**src/rtl/mul_pipe_m1m4_pkg.sv**
```systemverilog
// Shared constants, stage record and operand-sign helper for the M1..M4 multiplier pipeline.
package mul_pkg;

  localparam int XLEN      = 32;
  localparam int ROB_IDX_W = 4;
  localparam int EXC_W     = 3;
  localparam int MUL_LAT   = 4;

  localparam logic [2:0] F3_MUL    = 3'b000;
  localparam logic [2:0] F3_MULH   = 3'b001;
  localparam logic [2:0] F3_MULHSU = 3'b010;
  localparam logic [2:0] F3_MULHU  = 3'b011;

  localparam logic [EXC_W-1:0] EXC_NONE    = 3'b000;
  localparam logic [EXC_W-1:0] EXC_ILLEGAL = 3'b001;

  typedef struct packed {
    logic                 valid;
    logic [ROB_IDX_W-1:0] rob_idx;
    logic [EXC_W-1:0]     exc;
    logic                 sel_hi;
  } stage_t;

  // Returns {sign_a, sign_b}: which operands are sign-extended to 33 bits.
  function automatic logic [1:0] ext_signs(input logic [2:0] funct3);
    logic [1:0] s;
    case (funct3)
      F3_MUL:    s = 2'b11;
      F3_MULH:   s = 2'b11;
      F3_MULHSU: s = 2'b10;
      F3_MULHU:  s = 2'b00;
      default:   s = 2'b00;
    endcase
    return s;
  endfunction

endpackage

```
**src/rtl/mul_pipe_m1m4_if.sv**
```systemverilog
// Issue/writeback-facing bundle of the multiplier; slave = multiplier, master = surrounding pipeline.
interface mul_pipe_m1m4_if;
  import mul_pkg::*;

  logic                 in_valid;
  logic                 in_ready;
  logic [XLEN-1:0]      in_a;
  logic [XLEN-1:0]      in_b;
  logic [2:0]           in_funct3;
  logic [ROB_IDX_W-1:0] in_rob_idx;
  logic [EXC_W-1:0]     in_exception_vector;
  logic                 in_stall;
  logic                 in_flush;
  logic [XLEN-1:0]      out_mul_out;
  logic [ROB_IDX_W-1:0] out_complete_idx;
  logic                 out_complete;
  logic [EXC_W-1:0]     out_exception_vector;
  logic                 out_busy;

  modport slave (
    input  in_valid, in_a, in_b, in_funct3, in_rob_idx, in_exception_vector, in_stall, in_flush,
    output in_ready, out_mul_out, out_complete_idx, out_complete, out_exception_vector, out_busy
  );

  modport master (
    output in_valid, in_a, in_b, in_funct3, in_rob_idx, in_exception_vector, in_stall, in_flush,
    input  in_ready, out_mul_out, out_complete_idx, out_complete, out_exception_vector, out_busy
  );

endinterface

```
**src/rtl/mul_pipe_m1m4_s33.sv**
```systemverilog
// 33x33 signed multiply split over two registered stages: M2 forms four 17x17 partial
// products, M3 sums them. Only the low 64 product bits are kept; the result never needs more.
module mul_s33_pipe (
  input  logic               clk,
  input  logic               reset,
  input  logic               en,
  input  logic signed [32:0] a_i,
  input  logic signed [32:0] b_i,
  output logic [63:0]        prod_o
);

  logic signed [33:0] a_hi_s, a_lo_s, b_hi_s, b_lo_s;
  logic signed [33:0] pp_hh_q, pp_hh_d, pp_hl_q, pp_hl_d;
  logic signed [33:0] pp_lh_q, pp_lh_d, pp_ll_q, pp_ll_d;
  logic [63:0]        sum_s, prod_q, prod_d;

  // Operand split (signed high half, zero-extended low half), partial products and their sum.
  always_comb begin
    a_hi_s = {{17{a_i[32]}}, a_i[32:16]};
    a_lo_s = {18'd0, a_i[15:0]};
    b_hi_s = {{17{b_i[32]}}, b_i[32:16]};
    b_lo_s = {18'd0, b_i[15:0]};

    if (en) begin
      pp_hh_d = a_hi_s * b_hi_s;
      pp_hl_d = a_hi_s * b_lo_s;
      pp_lh_d = a_lo_s * b_hi_s;
      pp_ll_d = a_lo_s * b_lo_s;
    end else begin
      pp_hh_d = pp_hh_q;
      pp_hl_d = pp_hl_q;
      pp_lh_d = pp_lh_q;
      pp_ll_d = pp_ll_q;
    end

    sum_s = ({{30{pp_hh_q[33]}}, pp_hh_q} << 6'd32)
          + ({{30{pp_hl_q[33]}}, pp_hl_q} << 6'd16)
          + ({{30{pp_lh_q[33]}}, pp_lh_q} << 6'd16)
          +  {{30{pp_ll_q[33]}}, pp_ll_q};

    if (en) begin
      prod_d = sum_s;
    end else begin
      prod_d = prod_q;
    end
  end

  // M2 partial-product and M3 product registers.
  always_ff @(posedge clk or negedge reset) begin
    if (!reset) begin
      pp_hh_q <= 34'sd0;
      pp_hl_q <= 34'sd0;
      pp_lh_q <= 34'sd0;
      pp_ll_q <= 34'sd0;
      prod_q  <= 64'd0;
    end else begin
      pp_hh_q <= pp_hh_d;
      pp_hl_q <= pp_hl_d;
      pp_lh_q <= pp_lh_d;
      pp_ll_q <= pp_ll_d;
      prod_q  <= prod_d;
    end
  end

  assign prod_o = prod_q;

endmodule

```
**src/rtl/mul_pipe_m1m4.sv**
```systemverilog
// Four-stage RV32M multiplier (M1 operand latch, M2/M3 datapath, M4 result select) feeding M5/WB.
// Stage valids, ROB index and exception vector travel here; the arithmetic lives in mul_s33_pipe.
module mul_pipe_m1m4
  import mul_pkg::*;
(
  input logic             clk,
  input logic             reset,
  mul_pipe_m1m4_if.slave  io
);

  stage_t               m1_q, m1_d, m2_q, m2_d, m3_q, m3_d;
  logic signed [32:0]   a33_q, a33_d, b33_q, b33_d;
  logic [XLEN-1:0]      out_mul_out_q, out_mul_out_d;
  logic [ROB_IDX_W-1:0] out_idx_q, out_idx_d;
  logic [EXC_W-1:0]     out_exc_q, out_exc_d;
  logic                 out_complete_q, out_complete_d;
  logic                 out_busy_q, out_busy_d;
  logic                 advance_s, accept_s;
  logic [1:0]           signs_s;
  logic [63:0]          prod_s;

  // Stage advance/hold/flush control and M1 capture, M4 result select.
  always_comb begin
    advance_s      = ~io.in_stall;
    accept_s       = io.in_valid & advance_s & ~io.in_flush;
    signs_s        = ext_signs(io.in_funct3);
    m1_d           = m1_q;
    m2_d           = m2_q;
    m3_d           = m3_q;
    a33_d          = a33_q;
    b33_d          = b33_q;
    out_mul_out_d  = out_mul_out_q;
    out_idx_d      = out_idx_q;
    out_exc_d      = out_exc_q;
    out_complete_d = out_complete_q;

    if (io.in_flush) begin
      m1_d.valid     = 1'b0;
      m2_d.valid     = 1'b0;
      m3_d.valid     = 1'b0;
      out_complete_d = 1'b0;
      out_mul_out_d  = '0;
      out_idx_d      = '0;
      out_exc_d      = EXC_NONE;
    end else if (advance_s) begin
      m1_d.valid   = accept_s;
      m1_d.rob_idx = io.in_rob_idx;
      m1_d.sel_hi  = (io.in_funct3 != F3_MUL);
      // An exception raised upstream takes precedence over our own illegal-funct3 report.
      if (io.in_exception_vector != EXC_NONE) begin
        m1_d.exc = io.in_exception_vector;
      end else if (io.in_funct3[2]) begin
        m1_d.exc = EXC_ILLEGAL;
      end else begin
        m1_d.exc = EXC_NONE;
      end
      a33_d = {signs_s[1] & io.in_a[XLEN-1], io.in_a};
      b33_d = {signs_s[0] & io.in_b[XLEN-1], io.in_b};
      m2_d  = m1_q;
      m3_d  = m2_q;

      out_complete_d = m3_q.valid;
      if (m3_q.valid) begin
        out_idx_d = m3_q.rob_idx;
        out_exc_d = m3_q.exc;
        if (m3_q.exc != EXC_NONE) begin
          out_mul_out_d = '0;
        end else if (m3_q.sel_hi) begin
          out_mul_out_d = prod_s[63:32];
        end else begin
          out_mul_out_d = prod_s[31:0];
        end
      end else begin
        out_idx_d     = '0;
        out_exc_d     = EXC_NONE;
        out_mul_out_d = '0;
      end
    end else begin
      out_complete_d = out_complete_q;
    end

    out_busy_d = m1_d.valid | m2_d.valid | m3_d.valid | out_complete_d;
  end

  // Stage records, M1 operands and M4 output registers.
  always_ff @(posedge clk or negedge reset) begin
    if (!reset) begin
      m1_q           <= '0;
      m2_q           <= '0;
      m3_q           <= '0;
      a33_q          <= 33'sd0;
      b33_q          <= 33'sd0;
      out_mul_out_q  <= '0;
      out_idx_q      <= '0;
      out_exc_q      <= EXC_NONE;
      out_complete_q <= 1'b0;
      out_busy_q     <= 1'b0;
    end else begin
      m1_q           <= m1_d;
      m2_q           <= m2_d;
      m3_q           <= m3_d;
      a33_q          <= a33_d;
      b33_q          <= b33_d;
      out_mul_out_q  <= out_mul_out_d;
      out_idx_q      <= out_idx_d;
      out_exc_q      <= out_exc_d;
      out_complete_q <= out_complete_d;
      out_busy_q     <= out_busy_d;
    end
  end

  mul_s33_pipe u_s33 (
    .clk    (clk),
    .reset  (reset),
    .en     (advance_s),
    .a_i    (a33_q),
    .b_i    (b33_q),
    .prod_o (prod_s)
  );

  assign io.in_ready             = ~io.in_stall;
  assign io.out_mul_out          = out_mul_out_q;
  assign io.out_complete_idx     = out_idx_q;
  assign io.out_complete         = out_complete_q;
  assign io.out_exception_vector = out_exc_q;
  assign io.out_busy             = out_busy_q;

endmodule

```
**src/flat_wrapper.sv**
```systemverilog
// flat-port wrapper written by rule: the top's interface ports become plain ports
module mul_pipe_m1m4_flat import mul_pkg::*;
  (clk, reset, io_in_valid, io_in_a, io_in_b, io_in_funct3, io_in_rob_idx, io_in_exception_vector, io_in_stall, io_in_flush, io_in_ready, io_out_mul_out, io_out_complete_idx, io_out_complete, io_out_exception_vector, io_out_busy);
  mul_pipe_m1m4_if io_i ();
  input logic clk;
  input logic reset;
  input wire logic [$bits(io_i.in_valid)-1:0] io_in_valid;
  input wire logic [$bits(io_i.in_a)-1:0] io_in_a;
  input wire logic [$bits(io_i.in_b)-1:0] io_in_b;
  input wire logic [$bits(io_i.in_funct3)-1:0] io_in_funct3;
  input wire logic [$bits(io_i.in_rob_idx)-1:0] io_in_rob_idx;
  input wire logic [$bits(io_i.in_exception_vector)-1:0] io_in_exception_vector;
  input wire logic [$bits(io_i.in_stall)-1:0] io_in_stall;
  input wire logic [$bits(io_i.in_flush)-1:0] io_in_flush;
  output wire logic [$bits(io_i.in_ready)-1:0] io_in_ready;
  output wire logic [$bits(io_i.out_mul_out)-1:0] io_out_mul_out;
  output wire logic [$bits(io_i.out_complete_idx)-1:0] io_out_complete_idx;
  output wire logic [$bits(io_i.out_complete)-1:0] io_out_complete;
  output wire logic [$bits(io_i.out_exception_vector)-1:0] io_out_exception_vector;
  output wire logic [$bits(io_i.out_busy)-1:0] io_out_busy;
  assign io_i.in_valid = io_in_valid;
  assign io_i.in_a = io_in_a;
  assign io_i.in_b = io_in_b;
  assign io_i.in_funct3 = io_in_funct3;
  assign io_i.in_rob_idx = io_in_rob_idx;
  assign io_i.in_exception_vector = io_in_exception_vector;
  assign io_i.in_stall = io_in_stall;
  assign io_i.in_flush = io_in_flush;
  assign io_in_ready = io_i.in_ready;
  assign io_out_mul_out = io_i.out_mul_out;
  assign io_out_complete_idx = io_i.out_complete_idx;
  assign io_out_complete = io_i.out_complete;
  assign io_out_exception_vector = io_i.out_exception_vector;
  assign io_out_busy = io_i.out_busy;
  mul_pipe_m1m4 u_core (.clk(clk), .reset(reset), .io(io_i));
endmodule
```
**config.mk**
```make
export PLATFORM = sky130hd
export DESIGN_NAME = mul_pipe_m1m4_flat
export DESIGN_NICKNAME = d
export VERILOG_FILES = /design/src/rtl/mul_pipe_m1m4_pkg.sv /design/src/rtl/mul_pipe_m1m4_if.sv /design/src/rtl/mul_pipe_m1m4_s33.sv /design/src/rtl/mul_pipe_m1m4.sv /design/src/flat_wrapper.sv
export SDC_FILE = /design/constraint.sdc
export NUM_CORES = 2
export LEC_CHECK = 0
export ABC_CLOCK_PERIOD_IN_PS = 8189
export BUFFER_PORTS_ARGS = -buffer_cell sky130_fd_sc_hd__buf_4
export CORE_UTILIZATION = 50
export CTS_BUF_LIST = sky130_fd_sc_hd__clkbuf_8
export DETAILED_ROUTE_END_ITERATION = 8
export PLACE_DENSITY = 0.67
export SLEW_MARGIN = 20
export SYNTH_ARGS = -nofsm -noshare
export SYNTH_HDL_FRONTEND = slang
export SYNTH_HIERARCHICAL = 1
export SYNTH_SLANG_ARGS = --single-unit
export TNS_END_PERCENT = 50
```
**constraint.sdc**
```tcl
create_clock -name clk -period 8.19 [get_ports clk]
set_input_delay 0 -clock clk [delete_from_list [all_inputs] [get_ports clk]]
set_output_delay 0 -clock clk [all_outputs]
set_load 0.01 [all_outputs]
```
[Yosys cells after proc, flatten, opt, wreduce, memory -nomap -nowiden]
Cells that the tools add are included.
Word-level totals
  bits in writable memories: 0
  logic and storage cells: 71
  memory bits (read-only): 0
  register bits: 332
  output and inout bits: 42
  memories kept: 0
  bits in latches: 0
Cells by class
  add/sub/neg operators: 3
  shift-type cells: 0
  $lt $le $gt $ge: 0
  reduce and logical (&&, ||, !) cells: 6
  bitwise operators: 9
  multiply operators: 4
  div/mod/pow operators: 0
  equality and inequality tests: 3
  multiplexer cells: 22
Operator list (number)
  $add A64 B64 Y64: 3
  $mux W32: 5
  $mul A17 B17 Y34: 2
  $mul A16 B16 Y32: 1
  $mul A17 B17 Y32: 1
  $mux W9: 3
  $mux W3: 4
  $mux W4: 3
  $reduce_bool A3 Y1: 3
  $mux W1: 6
  $and A1 B1 Y1: 4
  $pmux W2 S2: 1
  $eq A3 B1 Y1 const B: 1
  $eq A3 B2 Y1 const B: 1
  $logic_not A3 Y1: 1
  $or A1 B1 Y1: 3
  $ne A2 B1 Y1 const B: 1
  $not A1 Y1: 2
  $reduce_and A2 Y1: 1
  $reduce_or A2 Y1: 1

[Logic depth before layout (Yosys ltp)]
  depth in word-level cells: 8
  depth in mapped cells: 25
  mapped depth without buffers: 24

[Modules after synthesis]
Netlist, hierarchy kept.
Modules (own cells, without submodules)
  mul_s33_pipe: times used 1, cells an instance 5198, sequential area each 4904.7 um^2, area each 49069.6 um^2
  mul_pipe_m1m4: times used 1, cells an instance 391, sequential area each 3353.2 um^2, area each 5720.5 um^2

[Worst setup path after synthesis]
Ideal clock, no wire load.
  kind: reg-to-reg
  start point: reg u_core.b33_q[2]
  end point: reg u_core.u_s33.pp_hl_q[33]
  setup time: 0.148 ns
  clock period less this slack: 6.122 ns
  path slack: 2.068 ns
  arrival time: 5.973 ns
  path buffers: 1
  data required time: 8.042 ns
  cell stages (with the launch flop): 21
  cells stage by stage: dfrtp_1 > clkbuf_1 > nand2_1 > inv_1 > fa_1 > fa_1 > inv_1 > fa_1 > fa_1 > fa_1 > fa_1 > inv_1 > ha_1 > a21oi_1 > a21boi_0 > o21ai_0 > nand2b_1 > a41o_1 > a211o_1 > o311ai_0 > o221ai_1
Between the ends
  word-level cells in the longest chain between the ends: 1
RTL lines
  from (decl): line mul_pipe_m1m4.sv:12  | logic signed [32:0] a33_q, a33_d, b33_q, b33_d;
  from (signal assigned): line mul_pipe_m1m4.sv:92  | b33_q <= 33'sd0;
  from (signal assigned): line mul_pipe_m1m4.sv:103  | b33_q <= b33_d;
  $mul A17 B17 Y34: line mul_pipe_m1m4_s33.sv:26  | pp_hl_d = a_hi_s * b_lo_s;
  to (signal assigned): line mul_pipe_m1m4_s33.sv:58  | pp_hl_q <= pp_hl_d;
  to (decl): line mul_pipe_m1m4_s33.sv:13  | logic signed [33:0] pp_hh_q, pp_hh_d, pp_hl_q, pp_hl_d;
No other way between the ends.
A chain may end at the register's enable or synchronous reset.

[Final worst setup path]
  start point: reg u_core.b33_q[5]
  end point: reg u_core.u_s33.pp_hl_q[32]
Same word-level chain as after synthesis.

==> impl_metrics.csv <==
group,metric,value,unit
floorplanning,core,109000,um2
timing,slew_headroom,24.5,%
route,vias,38500,
logic_synthesis,syn-num-nets,7127,
floorplanning,die_x,333,um
cells_and_area,layout.area.seq,8260,um2
place,place_hpwl,111000,um
logic_synthesis,yosysWarningCount,6,
worst_setup_path,worstSetupPathType,"flip-flop to flip-flop",
timing,fmax,135,MHz
worst_setup_path,worstSetupEndpointType,"flip-flop",
cells_and_area,drive_above_1_share,10.8,%
run_status,status,"complete, no violations",
clock_tree,cts_sinks,330,
logic_synthesis,yosysSeqAreaShare,15.1,%
timing,setup_violations,0,
route,wl,141000,um
grt,antenna_found_initial,3,
clock_tree,h-tree-depth,3,
cells_and_area,design_area,59700,um2
floorplanning,die_y,333,um
timing,whs,0.0641,ns
logic_synthesis,syn-mean-instance-area,9.80,um2
grt,grt_pass1_vias,41800,
grt,grt_max_degree,174,
logic_synthesis,ys.flop_type,"dfrtp_1",
timing,drv_slew,0,
timing,rsz0062_at_grt,"false",
grt,grt_pass1_wl,230000,um
grt,grt_overflow,0,
route,dr.first_iter.drc_count,2222,
clock_tree,clock-root-buffer,"clkbuf_8",
logic_synthesis,synth_commonest_cells,"inv_1 (1152), fa_1 (1012), nand2_1 (606), and2_1 (535), ha_1 (447)",
logic_synthesis,yosysTopAreaCell,"fa_1",
timing,fin_skew,0.0468,ns
logic_synthesis,yosysMostFrequentCell,"inv_1",
clock_tree,postCtsSetupBuffers,0,
timing,fin_tns_setup,0,ns
cells_and_area,area_delta_synth_final,8.91,%
clock_tree,cts_tree,"done",
cells_and_area,fin_nets,7229,
place,placed_area,57200,um2
clock_tree,clockBufferDepth,3,
route,wire_per_inst,19.7,um
timing,hold_viol_final,0,
clock_tree,cts_buffers,70,
logic_synthesis,syn_area,54800,um2
logic_synthesis,syn_inst,5589,
floorplanning,initial_core_util,50.4,%
worst_hold_path,hp-class,"input port to flip-flop",
place,port_buffers,120,
floorplanning,ios,121,
logic_synthesis,synthArstFlopShare,100,%
logic_synthesis,synth_seq_cells,330,
place,place.gp.congestion,0.895,
cells_and_area,multi_input_area,41100,um2
timing,final.period_utilization,90.7,%
route,vias_per_cell,5.38,
logic_synthesis,synth_top_area_share,37.0,%
clock_tree,insertion_delay,0.72,ns
worst_setup_path,start_kind,"flip-flop",
worst_setup_path,cp_data_arrival_time,8.01,ns
route,drc,0,
timing,layout_min_cycle_time,7.43,ns
floorplanning,die-area,111000,um2
timing,worst_slew_pin_slew,1.13,ns
worst_setup_path,worstPathRequired,8.77,ns
route,drt-pass1-iter-count,5,
worst_setup_path,cp_max_fo,27,
cells_and_area,final_util,54.9,%
run,drv_cap,0,
clock_tree,clk_pin_slew,0.07,ns
grt,grt_use_total,26.6,%
floorplanning,row_count,121,
logic_synthesis,synth_edf_count,0,
cells_and_area,fill_cells,9620,
route,antenna_left,0,
logic_synthesis,ys_top_cells_by_area,"fa_1 (37%), dfrtp_1 (15%), ha_1 (10%)",
logic_synthesis,ys_types,81,
-- worst max-delay path: stages, from the launching register on --
cell and delay, ns:
dfrtp_1 1.09, nand2_1 0.31, inv_1 0.15, fa_1 0.49
fa_1 0.56, inv_1 0.28, fa_1 0.50, fa_1 0.57
fa_1 0.44, fa_1 0.49, inv_1 0.04, ha_1 0.36
and4_1 0.29, and4_1 0.23, o311ai_0 0.35, a31oi_1 0.34
o21ai_0 0.17, a21oi_1 0.16, nor2_1 0.06, xnor2_1 0.13
mux2_2 0.26
-- cells by family after synthesis --
family	Yosys count	share of synthesized area, %
fa+ha+maj	1459	47.2
simple gates	1429	13.0
buf+inv	1426	9.86
compound gates	496	6.54
flops	330	15.1
mux	278	5.63
xor+xnor	171	2.73
-- layout by cell type, fill, tap and decap left out, types with 10 or more instances in the layout --
master,n
inv_1,1163
fa_1,1012
nand2_1,606
and2_1,535
ha_1,447
dfrtp_1,326
mux2_2,241
buf_4,208
a21oi_1,139
xnor2_1,129
nor2_1,112
dlygate4sd3_1,86
clkbuf_8,84
a21o_1,73
o21ai_0,72
xor2_1,42
mux2i_1,37
nand3_1,34
o32ai_2,29
nand2b_1,28
nor3_1,24
nor2b_1,23
o21a_1,23
o21bai_1,21
a211oi_1,18
a31oi_1,17
nand4_1,16
clkinv_2,13
o211ai_1,13
nand3b_1,10
o31a_1,10
-- cell type report --
type | count | area share [%]
clock inverter | 40 | 0.684
timing repair buffer | 302 | 4.33
multi-input combinational | 3833 | 68.9
clock buffer | 84 | 1.94
inverter | 1154 | 7.27
sequential | 330 | 13.8
antenna | 4 | 0.0168
tap | 1414 | 2.96
-- worst paths after layout --
kind,startpoint,endpoint,slack [ns],depth (start not counted)
min in group asynchronous,reset,u_core/u_s33/prod_o[0]$_DFFE_PN0P_,0.49,4
worst max register to register,u_core/b33_q[5]$_DFFE_PN0P_,u_core/u_s33/pp_hl_q[32]$_DFFE_PN0P_,0.76,20
max in group asynchronous,reset,u_core/u_s33/pp_hl_q[11]$_DFFE_PN0P_,6.83,5
worst min register to register,u_core/u_s33/pp_ll_q[15]$_DFFE_PN0P_,u_core/u_s33/pp_ll_q[15]$_DFFE_PN0P_,0.48,1
worst max-delay path,u_core/b33_q[5]$_DFFE_PN0P_,u_core/u_s33/pp_hl_q[32]$_DFFE_PN0P_,0.76,20
worst min-delay path,io_in_a[24],u_core/a33_q[24]$_DFFE_PN0P_,0.06,3
-- sequential cells by signal, summed over array words and instances (netlist names), 3 cells and up --
register	count
u_core/u_s33/pp_lh_q	34
u_core/b33_q	33
u_core/u_s33/pp_ll_q	32
u_core/a33_q	33
u_core/u_s33/prod_o	64
u_core/io.out_exception_vector	3
u_core/m3_q	9
u_core/io.out_complete_idx	4
u_core/io.out_mul_out	32
u_core/u_s33/pp_hl_q	34
u_core/m1_q	9
u_core/u_s33/pp_hh_q	32
u_core/m2_q	9
-- routing by layer --
layer | global-route usage, % | wire length (um) | vias to the layer above
li1 | - | - | 17300
met1 | 34.7 | 58800 | 19900
met2 | 44.3 | 68300 | 1024
met3 | 3.59 | 6990 | 270
met4 | 12.0 | 7190 | 0
met5 | 0 | 0 | -
-- timing repair --
item | CTS | global route
endpoints found under the hold margin | 190 | 0
hold buffers | 87 | 0
resized for setup | 0 | 0
endpoints found under the setup margin | 0 | 0
-- metrics by stage --
stage	setup WS, ns	std cells
6_report	0.762	7161
5_1_grt	0.450	7158
4_1_cts	0.847	7156
3_5_place_dp	0.926	6945
3_3_place_gp	0.965	6945
2_1_floorplan	2.07	5589
Power is left out: the tool's default activity adds up to more than one toggle a clock period on the data nets, which glitch-free logic cannot reach.
